$ cat src/rtl/mult_share_arbiter_pkg.sv
// Shared constants and helpers for the multiplier-sharing arbiter cluster.
package mult_pkg;
    localparam int OPERAND_W   = 8;
    localparam int PRODUCT_W   = 16;
    localparam int MAX_NUM_REQ = 16;

    // Width of a tag able to index `value` requesters; never narrower than one bit.
    function automatic int clog2(input int value);
        int res;
        res = 0;
        for (int i = 0; i < 32; i++) begin
            if ((1 << i) < value) res = i + 1;
        end
        return (res < 1) ? 1 : res;
    endfunction
endpackage

$ cat src/rtl/mult_share_arbiter_if.sv
// Request/response bundle between the requesters (master) and the shared multiplier (slave).
interface mult_share_arbiter_if #(
    parameter int NUM_REQ = 4,
    parameter int ID_W    = mult_pkg::clog2(NUM_REQ)
);
    logic [NUM_REQ-1:0]                       req_valid;
    logic [NUM_REQ*mult_pkg::OPERAND_W-1:0]   req_a;
    logic [NUM_REQ*mult_pkg::OPERAND_W-1:0]   req_b;
    logic [NUM_REQ-1:0]                       req_ready;
    logic                                     rsp_valid;
    logic [ID_W-1:0]                          rsp_id;
    logic [mult_pkg::PRODUCT_W-1:0]           rsp_p;
    logic                                     busy;

    modport master (
        output req_valid, req_a, req_b,
        input  req_ready, rsp_valid, rsp_id, rsp_p, busy
    );

    modport slave (
        input  req_valid, req_a, req_b,
        output req_ready, rsp_valid, rsp_id, rsp_p, busy
    );
endinterface

$ cat src/rtl/mult_share_arbiter_pipe.sv
// Fixed-latency registered 8x8 multiplier carrying a valid bit and requester tag per stage.
module mult_pipe
    import mult_pkg::*;
#(
    parameter int LATENCY = 2,
    parameter int ID_W    = 2
) (
    input  logic                 clk,
    input  logic                 rst_n,
    input  logic                 in_valid_i,
    input  logic [OPERAND_W-1:0] a_i,
    input  logic [OPERAND_W-1:0] b_i,
    input  logic [ID_W-1:0]      id_i,
    output logic                 valid_o,
    output logic [ID_W-1:0]      id_o,
    output logic [PRODUCT_W-1:0] p_o,
    output logic                 busy_o
);
    logic [LATENCY-1:0]   valid_q;
    logic [PRODUCT_W-1:0] prod_q [LATENCY];
    logic [ID_W-1:0]      id_q   [LATENCY];
    logic [PRODUCT_W-1:0] prod_d;

    assign prod_d = PRODUCT_W'(a_i) * PRODUCT_W'(b_i);

    // Data only advances behind a valid bit, so the last stage holds the most recent result.
    always_ff @(posedge clk) begin
        if (!rst_n) begin
            valid_q <= '0;
            for (int s = 0; s < LATENCY; s++) begin
                prod_q[s] <= '0;
                id_q[s]   <= '0;
            end
        end else begin
            valid_q[0] <= in_valid_i;
            if (in_valid_i) begin
                prod_q[0] <= prod_d;
                id_q[0]   <= id_i;
            end
            for (int s = 1; s < LATENCY; s++) begin
                valid_q[s] <= valid_q[s-1];
                if (valid_q[s-1]) begin
                    prod_q[s] <= prod_q[s-1];
                    id_q[s]   <= id_q[s-1];
                end
            end
        end
    end

    assign valid_o = valid_q[LATENCY-1];
    assign id_o    = id_q[LATENCY-1];
    assign p_o     = prod_q[LATENCY-1];
    assign busy_o  = |valid_q;
endmodule

$ cat src/rtl/mult_share_arbiter.sv
// Round-robin arbiter granting NUM_REQ requesters access to one pipelined multiplier.
module mult_share_arbiter
    import mult_pkg::*;
#(
    parameter int NUM_REQ = 4,
    parameter int LATENCY = 2
) (
    input  logic             clk,
    input  logic             rst_n,
    mult_share_arbiter_if.slave bus
);
    localparam int ID_W = clog2(NUM_REQ);

    logic [ID_W-1:0]      rr_ptr_q;
    logic [ID_W-1:0]      rr_ptr_d;
    logic [ID_W-1:0]      grant_id;
    logic [NUM_REQ-1:0]   grant;
    logic                 found;
    logic                 accept;
    logic [OPERAND_W-1:0] sel_a;
    logic [OPERAND_W-1:0] sel_b;
    logic                 pipe_valid;

    // First valid requester at or after rr_ptr, wrapping modulo NUM_REQ.
    always_comb begin
        grant    = '0;
        grant_id = '0;
        found    = 1'b0;
        for (int k = 0; k < NUM_REQ; k++) begin
            if (!found && bus.req_valid[(int'(rr_ptr_q) + k) % NUM_REQ]) begin
                found    = 1'b1;
                grant_id = ID_W'((int'(rr_ptr_q) + k) % NUM_REQ);
            end
        end
        if (found) grant[grant_id] = 1'b1;
    end

    assign accept        = found & rst_n;
    assign bus.req_ready = rst_n ? grant : '0;
    assign sel_a         = bus.req_a[int'(grant_id)*OPERAND_W +: OPERAND_W];
    assign sel_b         = bus.req_b[int'(grant_id)*OPERAND_W +: OPERAND_W];

    always_comb begin
        rr_ptr_d = rr_ptr_q;
        if (accept) begin
            rr_ptr_d = (grant_id == ID_W'(NUM_REQ - 1)) ? '0 : grant_id + ID_W'(1);
        end
    end

    always_ff @(posedge clk) begin
        if (!rst_n) rr_ptr_q <= '0;
        else        rr_ptr_q <= rr_ptr_d;
    end

    mult_pipe #(
        .LATENCY (LATENCY),
        .ID_W    (ID_W)
    ) u_pipe (
        .clk        (clk),
        .rst_n      (rst_n),
        .in_valid_i (accept),
        .a_i        (sel_a),
        .b_i        (sel_b),
        .id_i       (grant_id),
        .valid_o    (pipe_valid),
        .id_o       (bus.rsp_id),
        .p_o        (bus.rsp_p),
        .busy_o     (bus.busy)
    );

    // Suppress a result retiring in the very cycle reset is asserted; it belongs to discarded work.
    assign bus.rsp_valid = pipe_valid & rst_n;
endmodule

$ cat src/flat_wrapper.sv
// flat-port wrapper written by rule: the top's interface ports become plain ports
module mult_share_arbiter_flat import mult_pkg::*;
#(
    parameter int NUM_REQ = 4,
    parameter int LATENCY = 2
)
  (clk, rst_n, bus_req_valid, bus_req_a, bus_req_b, bus_req_ready, bus_rsp_valid, bus_rsp_id, bus_rsp_p, bus_busy);
  mult_share_arbiter_if #(.NUM_REQ(NUM_REQ)) bus_i ();
  input  logic clk;
  input  logic rst_n;
  input wire logic [$bits(bus_i.req_valid)-1:0] bus_req_valid;
  input wire logic [$bits(bus_i.req_a)-1:0] bus_req_a;
  input wire logic [$bits(bus_i.req_b)-1:0] bus_req_b;
  output wire logic [$bits(bus_i.req_ready)-1:0] bus_req_ready;
  output wire logic [$bits(bus_i.rsp_valid)-1:0] bus_rsp_valid;
  output wire logic [$bits(bus_i.rsp_id)-1:0] bus_rsp_id;
  output wire logic [$bits(bus_i.rsp_p)-1:0] bus_rsp_p;
  output wire logic [$bits(bus_i.busy)-1:0] bus_busy;
  assign bus_i.req_valid = bus_req_valid;
  assign bus_i.req_a = bus_req_a;
  assign bus_i.req_b = bus_req_b;
  assign bus_req_ready = bus_i.req_ready;
  assign bus_rsp_valid = bus_i.rsp_valid;
  assign bus_rsp_id = bus_i.rsp_id;
  assign bus_rsp_p = bus_i.rsp_p;
  assign bus_busy = bus_i.busy;
  mult_share_arbiter #(.NUM_REQ(NUM_REQ), .LATENCY(LATENCY)) u_core (.clk(clk), .rst_n(rst_n), .bus(bus_i));
endmodule
$ cat config.mk
export PLATFORM = sky130hd
export DESIGN_NAME = mult_share_arbiter_flat
export DESIGN_NICKNAME = d
export VERILOG_FILES = /design/src/rtl/mult_share_arbiter_pkg.sv /design/src/rtl/mult_share_arbiter_if.sv /design/src/rtl/mult_share_arbiter_pipe.sv /design/src/rtl/mult_share_arbiter.sv /design/src/flat_wrapper.sv
export SDC_FILE = /design/constraint.sdc
export NUM_CORES = 1
export LEC_CHECK = 0
export BUFFER_PORTS_ARGS = -buffer_cell sky130_fd_sc_hd__buf_2
export CORE_MARGIN = 1
export CORE_UTILIZATION = 55
export DETAILED_ROUTE_END_ITERATION = 10
export PLACE_DENSITY = 0.87
export SLEW_MARGIN = 20
export SYNTH_ARGS = -nofsm -noshare
export SYNTH_HDL_FRONTEND = slang
export SYNTH_SLANG_ARGS = --single-unit
$ cat constraint.sdc
create_clock -name clk -period 9.6 [get_ports clk]
set_input_delay 1.92 -clock clk [delete_from_list [all_inputs] [get_ports clk]]
set_output_delay 1.92 -clock clk [all_outputs]
set_load 0.005 [all_outputs]
==> impl_metrics.py, run 1 <==
metrics = {
    "outcome": {
        "run_status": "finished clean",
    },
    "clock_network": {
        "clk_transition_reported_paths_ns": 0.09,
        "clkLatencyLatePin_ns": 0.30,
        "post_cts_resized": 0,
        "h-tree-depth": 2,
        "hold_buffers": 0,
        "numClockSinks": 47,
        "cts.repair_timing.setup_buffer_count": 0,
        "tritoncts_clock_tree": "yes",
        "cts_max_path_buffers": 2,
        "cts_made_buffers": 5,
        "cts_root_buf": "sky130_fd_sc_hd__clkbuf_8",
    },
    "hold_path": {
        "min_delay_worst_endpoint": "u_core.rr_ptr_q[3]$_SDFFE_PN0P_",
        "min_delay_path_depth": 2,
        "worst_hold_path_type": "reg -> reg",
        "worst_hold_startpoint": "u_core.rr_ptr_q[3]$_SDFFE_PN0P_",
    },
    "final_layout": {
        "final_design_area_no_fill_um2": 5780,
        "antennaDiodeCount": 0,
        "final_cells": 754,
        "finalNetCount": 776,
        "synthToLayoutAreaGrowth_pct": 8.27,
        "post_route_cells_drive_above_1_share_pct": 24.2,
    },
    "synth": {
        "synth_commonest_cells": "sky130_fd_sc_hd__inv_1 (62), sky130_fd_sc_hd__nor2_1 (55), sky130_fd_sc_hd__buf_4 (50)",
        "synth_enable_flop_cells": 38,
        "synthFlopType": "sky130_fd_sc_hd__edfxtp_1",
        "synth_top_area_share_pct": 21.4,
        "post-synth-top-count-cell": "sky130_fd_sc_hd__inv_1",
        "post_synth_main_area_contributors": "sky130_fd_sc_hd__edfxtp_1 (21%), sky130_fd_sc_hd__fa_1 (13%), sky130_fd_sc_hd__ha_1 (11%), sky130_fd_sc_hd__buf_4 (7.0%), sky130_fd_sc_hd__mux2i_1 (5.1%)",
        "ys.warnings.count": 0,
        "mappedNetlistNets": 708,
        "synth_area_leader_cell": "sky130_fd_sc_hd__edfxtp_1",
        "ys_ff_latch": 47,
        "cell_area_after_synthesis_um2": 5340,
        "number_of_distinct_library_cell_variants_in_the_gate_level_netlist_after_synthesis": 53,
        "postSynth.asyncResetShare_pct": 0,
        "post_synth_inst_count": 556,
        "seq_area_frac_synth_pct": 24.7,
        "syn_area_per_cell_um2": 9.60,
    },
    "sta": {
        "min_period_over_period_pct": 87.9,
        "grt_setup_unrepaired": "false",
        "layout_min_cycle_time_ns": 8.44,
        "worstMarginPinSlew_ns": 1.04,
        "report.final.slew_viol_count": 0,
        "final-setup-viol-count": 0,
        "hold_violations": 0,
        "timing.slew.headroom_pct": 30.2,
        "timing.fmax_mhz": 119,
        "tns_ns": 0,
        "post-route-worst-setup-slack_ns": 1.16,
        "final.setup_skew_ns": 0.00536,
    },
    "global_routing": {
        "grt_use_total_pct": 23.5,
        "gr_met3_demand_resource_pct": 2.64,
        "wire_length_of_the_first_global_routing_pass_um": 18700,
        "met1_demand_to_capacity_share_in_global_routing_pct": 29.2,
        "gr-total-overflow": 0,
        "grt_busiest_layer": "met2",
        "grt_pass1_vias": 4132,
        "antenna_found_initial": 0,
        "grt.met2_usage_pct": 42.6,
        "largest_net_degree_at_the_start_of_global_routing": 34,
    },
    "detailed_routing": {
        "antenna_left": 0,
        "detailedRoute.firstIterationViolations": 301,
        "detail_route.wirelength_um": 11300,
        "route.detailed.drc": 0,
        "avgRoutedWirePerCell_um": 15.0,
        "firstDrtPassIters": 4,
        "via_count": 4212,
        "avgViaCountPerCell": 5.59,
    },
    "placement": {
        "gpl.final_weighted_congestion": 0.894,
        "dp.cells": 746,
        "dp_slack_ns": 0.925,
        "post-dp-hpwl_um": 9070,
        "placed_area_um2": 5690,
        "placement.io_buffers": 123,
    },
    "critical_path": {
        "worstReg2RegStart": "u_core.rr_ptr_q[0]$_SDFFE_PN0P_",
        "crit_path_start_kind": "input port",
        "r2r_setup_slack_ns": 1.42,
        "cp.arrival_ns": 8.45,
        "ff2ff_path_depth": 26,
        "critical_path_peak_fanout": 33,
        "crit_start": "bus_req_valid[2]",
        "cp.required_ns": 9.61,
        "r2r_end": "u_core.u_pipe.prod_q[0][15]$_SDFFCE_PN0P_",
        "setup.worst_path.class": "in -> reg",
        "critical_path.endpoint_type": "flip-flop",
    },
    "floorplan": {
        "die_y_um": 101,
        "initial_core_util_pct": 57.3,
        "ioPinCount": 124,
        "total_die_area_um2": 10100,
        "fp-row-count": 35,
        "floorplan.die.width_um": 101,
        "fp.coreArea_um2": 9330,
    },
    "run": {
        "cap_violations": 0,
    },
}
-- worst max-delay path, cell delays in order --
cell                       delay [ns]
sky130_fd_sc_hd__buf_2           0.15
sky130_fd_sc_hd__mux4_2          0.63
sky130_fd_sc_hd__or2_1           0.32
sky130_fd_sc_hd__o41ai_4         0.57
sky130_fd_sc_hd__buf_12          0.28
sky130_fd_sc_hd__inv_1           0.20
sky130_fd_sc_hd__nand2_1         0.14
sky130_fd_sc_hd__o22a_1          0.38
sky130_fd_sc_hd__nor2_1          0.11
sky130_fd_sc_hd__fa_1            0.55
sky130_fd_sc_hd__inv_1           0.05
sky130_fd_sc_hd__fa_1            0.47
sky130_fd_sc_hd__inv_1           0.05
sky130_fd_sc_hd__fa_1            0.53
sky130_fd_sc_hd__inv_1           0.05
sky130_fd_sc_hd__fa_1            0.52
sky130_fd_sc_hd__inv_1           0.04
sky130_fd_sc_hd__ha_1            0.33
sky130_fd_sc_hd__o21a_1          0.12
sky130_fd_sc_hd__o31a_1          0.13
sky130_fd_sc_hd__o211ai_1        0.22
sky130_fd_sc_hd__a21oi_1         0.12
sky130_fd_sc_hd__nor3_1          0.25
sky130_fd_sc_hd__o21ai_0         0.12
sky130_fd_sc_hd__nor3b_1         0.15
-- logic make-up (layout without fill, tap and decap cells) --
| group | count (synthesis) | in the layout | share of synthesized area (%) |
|---|---|---|---|
| and+or+nand+nor | 168 | 168 | 15.9 |
| buffers and inverters | 128 | 197 | 13.2 |
| AOI/OAI and AO/OA | 85 | 85 | 11.9 |
| adders and majority gates | 82 | 82 | 24.3 |
| DFF | 47 | 47 | 24.7 |
| muxes | 39 | 39 | 8.79 |
| xor gates and xnor gates | 7 | 7 | 1.15 |
-- state kept, by name, indices dropped and copies added, names as in the netlist --
register / flops
u_core.u_pipe.prod_q: 32
u_core.rr_ptr_q: 7
u_core.u_pipe.valid_q: 2
u_core.u_pipe.id_q: 6
-- layer usage --
layer,routed length [um],vias up
met3,627,24
met4,278,0
met2,5470,188
met5,0,-
met1,4920,1986
li1,-,2014
-- layout make-up --
| class | count | area [um2] |
|---|---|---|
| fillers | 777 | 3550 |
| multi-input cells | 381 | 3320 |
| flip-flops and latches | 47 | 1320 |
| repair buffers | 126 | 651 |
| inverters | 63 | 236 |
| well taps | 129 | 161 |
| clock buffers | 5 | 68.8 |
| clock inverters | 3 | 20.0 |
-- metrics by stage --
stage          hold WS, ns  util [%]
2_1_floorplan        0.425         -
3_3_place_gp         0.438      61.0
3_5_place_dp         0.455      61.0
4_1_cts              0.476      62.0
5_1_grt              0.496      62.0
6_report             0.481      62.0
-- worst max-delay path by stage --
stage                                           endpoint  slack [ns]  cells past startpoint
3_5_place_dp   u_core.u_pipe.prod_q[0][15]$_SDFFCE_PN0P_        0.93                     25
5_1_grt        u_core.u_pipe.prod_q[0][14]$_SDFFCE_PN0P_        0.76                     22
3_3_place_gp   u_core.u_pipe.prod_q[0][15]$_SDFFCE_PN0P_        1.05                     25
4_1_cts        u_core.u_pipe.prod_q[0][15]$_SDFFCE_PN0P_        1.22                     25
6_report       u_core.u_pipe.prod_q[0][15]$_SDFFCE_PN0P_        1.16                     25
2_1_floorplan  u_core.u_pipe.prod_q[0][15]$_SDFFCE_PN0P_        1.86                     23
-- cell usage in the layout (no fill, tap or decap), types with 6 or more instances in the layout --
cell type,netlist,routed
sky130_fd_sc_hd__nor2_1,55,55
sky130_fd_sc_hd__o22a_1,8,8
sky130_fd_sc_hd__and3_1,8,8
sky130_fd_sc_hd__nand2b_1,9,9
sky130_fd_sc_hd__ha_1,46,46
sky130_fd_sc_hd__or2_1,8,8
sky130_fd_sc_hd__nor2b_1,6,6
sky130_fd_sc_hd__dfxtp_1,9,9
sky130_fd_sc_hd__fa_1,36,36
sky130_fd_sc_hd__a21oi_1,6,6
sky130_fd_sc_hd__nor3_1,9,9
sky130_fd_sc_hd__or3_1,6,6
sky130_fd_sc_hd__nand2_1,19,19
sky130_fd_sc_hd__o21bai_1,7,7
sky130_fd_sc_hd__o21ai_0,12,12
sky130_fd_sc_hd__o211ai_1,8,8
sky130_fd_sc_hd__o31a_1,7,7
sky130_fd_sc_hd__edfxtp_1,38,38
sky130_fd_sc_hd__inv_1,62,62
sky130_fd_sc_hd__buf_2,3,123
sky130_fd_sc_hd__nand3_1,7,7
sky130_fd_sc_hd__o22ai_1,7,7
sky130_fd_sc_hd__mux2i_1,27,27
sky130_fd_sc_hd__and2_1,33,33
Power of run 1 is left out: the tool's default activity adds up to more than one toggle a clock period on the data nets, which glitch-free logic cannot reach.
==> inputs of run 2 (changes only) <==
--- a/config.mk
+++ b/config.mk
@@ -7,9 +7,9 @@
 export LEC_CHECK = 0
 export BUFFER_PORTS_ARGS = -buffer_cell sky130_fd_sc_hd__buf_2
 export CORE_MARGIN = 1
-export CORE_UTILIZATION = 55
+export CORE_UTILIZATION = 56
 export DETAILED_ROUTE_END_ITERATION = 10
-export PLACE_DENSITY = 0.87
+export PLACE_DENSITY = 0.83
 export SLEW_MARGIN = 20
 export SYNTH_ARGS = -nofsm -noshare
 export SYNTH_HDL_FRONTEND = slang
==> run 2 against run 1 <==
  * Maximum frequency is 0.86% lower
  * Worst setup slack worse by 0.074 ns
  * Critical path type unchanged
  * Design area down 0.17%
  * Largest cell class unchanged
==> impl_metrics.py, run 2 (synthesis results as in run 1) <==
metrics = {
    "outcome": {
        "run_status": "finished clean",
    },
    "critical_path": {
        "setup.worst_path.class": "in -> reg",
        "worstReg2RegStart": "u_core.rr_ptr_q[0]$_SDFFE_PN0P_",
        "critical_path.endpoint_type": "flip-flop",
        "crit_start": "bus_req_valid[2]",
        "critical_path_peak_fanout": 28,
        "cp.arrival_ns": 8.54,
        "cp.required_ns": 9.63,
        "crit_path_start_kind": "input port",
    },
    "sta": {
        "worstMarginPinSlew_ns": 0.911,
        "report.final.slew_viol_count": 0,
        "layout_min_cycle_time_ns": 8.51,
        "final-setup-viol-count": 0,
        "timing.fmax_mhz": 117,
        "timing.slew.headroom_pct": 37.7,
        "grt_setup_unrepaired": "false",
        "min_period_over_period_pct": 88.7,
        "hold_violations": 0,
        "final.setup_skew_ns": 0.00296,
        "tns_ns": 0,
    },
    "floorplan": {
        "fp-row-count": 35,
        "die_y_um": 99.7,
        "initial_core_util_pct": 57.8,
        "fp.coreArea_um2": 9240,
        "floorplan.die.width_um": 99.7,
        "ioPinCount": 124,
        "total_die_area_um2": 9930,
    },
    "placement": {
        "placement.io_buffers": 123,
        "gpl.final_weighted_congestion": 0.923,
        "post-dp-hpwl_um": 9200,
    },
    "detailed_routing": {
        "avgRoutedWirePerCell_um": 14.9,
        "detail_route.wirelength_um": 11200,
        "detailedRoute.firstIterationViolations": 222,
        "via_count": 4266,
        "firstDrtPassIters": 5,
        "antenna_left": 0,
        "avgViaCountPerCell": 5.66,
        "route.detailed.drc": 0,
    },
    "clock_network": {
        "clk_transition_reported_paths_ns": 0.08,
        "post_cts_resized": 0,
        "tritoncts_clock_tree": "yes",
        "hold_buffers": 0,
        "h-tree-depth": 2,
        "cts.repair_timing.setup_buffer_count": 0,
        "numClockSinks": 47,
        "clkLatencyLatePin_ns": 0.30,
        "cts_root_buf": "sky130_fd_sc_hd__clkbuf_8",
        "cts_max_path_buffers": 2,
        "cts_made_buffers": 5,
    },
    "final_layout": {
        "final_cell_mix": "sky130_fd_sc_hd__buf_2 (123), sky130_fd_sc_hd__inv_1 (62), sky130_fd_sc_hd__nor2_1 (54)",
        "synthToLayoutAreaGrowth_pct": 8.08,
        "post_route_cells_drive_above_1_share_pct": 24.3,
        "antennaDiodeCount": 0,
        "number_of_flip_flops_in_the_largest_register": 32,
        "mostFrequentLayoutCell": "sky130_fd_sc_hd__buf_2",
        "finalNetCount": 776,
        "largestRegisters": "u_core.u_pipe.prod_q: 32 flops, u_core.rr_ptr_q: 7 flops, u_core.u_pipe.id_q: 6 flops",
        "max_flop_register": "u_core.u_pipe.prod_q",
    },
    "global_routing": {
        "grt_pass1_vias": 4267,
        "largest_net_degree_at_the_start_of_global_routing": 31,
        "grt_use_total_pct": 23.9,
        "wire_length_of_the_first_global_routing_pass_um": 19000,
        "antenna_found_initial": 0,
        "gr-total-overflow": 0,
    },
    "hold_path": {
        "worst_hold_path_type": "reg -> reg",
        "worst_hold_startpoint": "u_core.rr_ptr_q[3]$_SDFFE_PN0P_",
    },
    "run": {
        "cap_violations": 0,
    },
}
## run 2: layer usage
layer	global-route usage (%)	vias to the layer above	part of all wire, %
met5	0	-	0
met2	42.9	218	49
li1	-	2009	-
met3	2.88	33	7.2
met1	29.5	2006	41
met4	9.05	0	2.9
## run 2: final timing paths
check | end | slack, ns | depth (start not counted)
setup / recovery | u_core.u_pipe.prod_q[0][15]$_SDFFCE_PN0P_ | 1.09 | 24
hold / removal | u_core.rr_ptr_q[3]$_SDFFE_PN0P_ | 0.49 | 2
setup reg to reg | u_core.u_pipe.prod_q[0][15]$_SDFFCE_PN0P_ | 1.32 | 25
hold reg to reg | u_core.rr_ptr_q[3]$_SDFFE_PN0P_ | 0.49 | 2
## run 2: through the flow
step | worst slack, ns | std cells | hold slack (ns) | area (um2) | util (%)
final | 1.09 | 754 | 0.488 | 5770 | 62.5
after global routing | 0.715 | 754 | 0.507 | 5770 | 62.5
after CTS | 1.15 | 754 | 0.494 | 5770 | 62.4
after detailed placement | 0.823 | 746 | 0.474 | 5680 | 61.5
after global placement | 1.06 | 746 | 0.443 | 5680 | 61.5
after floorplan | 1.86 | 556 | 0.425 | 5340 | -
## run 2: worst max-delay path, stage by stage
cell                       delay, ns
sky130_fd_sc_hd__buf_2          0.14
sky130_fd_sc_hd__mux4_2         0.62
sky130_fd_sc_hd__or2_1          0.33
sky130_fd_sc_hd__o41ai_4        0.35
sky130_fd_sc_hd__buf_4          0.23
sky130_fd_sc_hd__buf_4          0.40
sky130_fd_sc_hd__mux2i_1        0.20
sky130_fd_sc_hd__o22a_1         0.30
sky130_fd_sc_hd__or2_1          0.27
sky130_fd_sc_hd__fa_1           0.50
sky130_fd_sc_hd__fa_1           0.54
sky130_fd_sc_hd__inv_1          0.05
sky130_fd_sc_hd__fa_1           0.52
sky130_fd_sc_hd__inv_1          0.05
sky130_fd_sc_hd__fa_1           0.52
sky130_fd_sc_hd__inv_1          0.04
sky130_fd_sc_hd__ha_1           0.33
sky130_fd_sc_hd__o21a_1         0.12
sky130_fd_sc_hd__o31a_1         0.13
sky130_fd_sc_hd__o211ai_1       0.24
sky130_fd_sc_hd__a21oi_1        0.14
sky130_fd_sc_hd__nor3_1         0.29
sky130_fd_sc_hd__o21ai_0        0.14
sky130_fd_sc_hd__nor3b_1        0.15
## run 2: cell type report
| class | count | area (um2) |
|---|---|---|
| multi-input combinational | 381 | 3330 |
| sequential | 47 | 1320 |
| timing repair buffer | 126 | 638 |
| tap | 129 | 161 |
| clock buffer | 5 | 68.8 |
| clock inverter | 3 | 20.0 |
| fill | 775 | 3470 |
| inverter | 63 | 236 |
Power of run 2 is left out for the same reason.
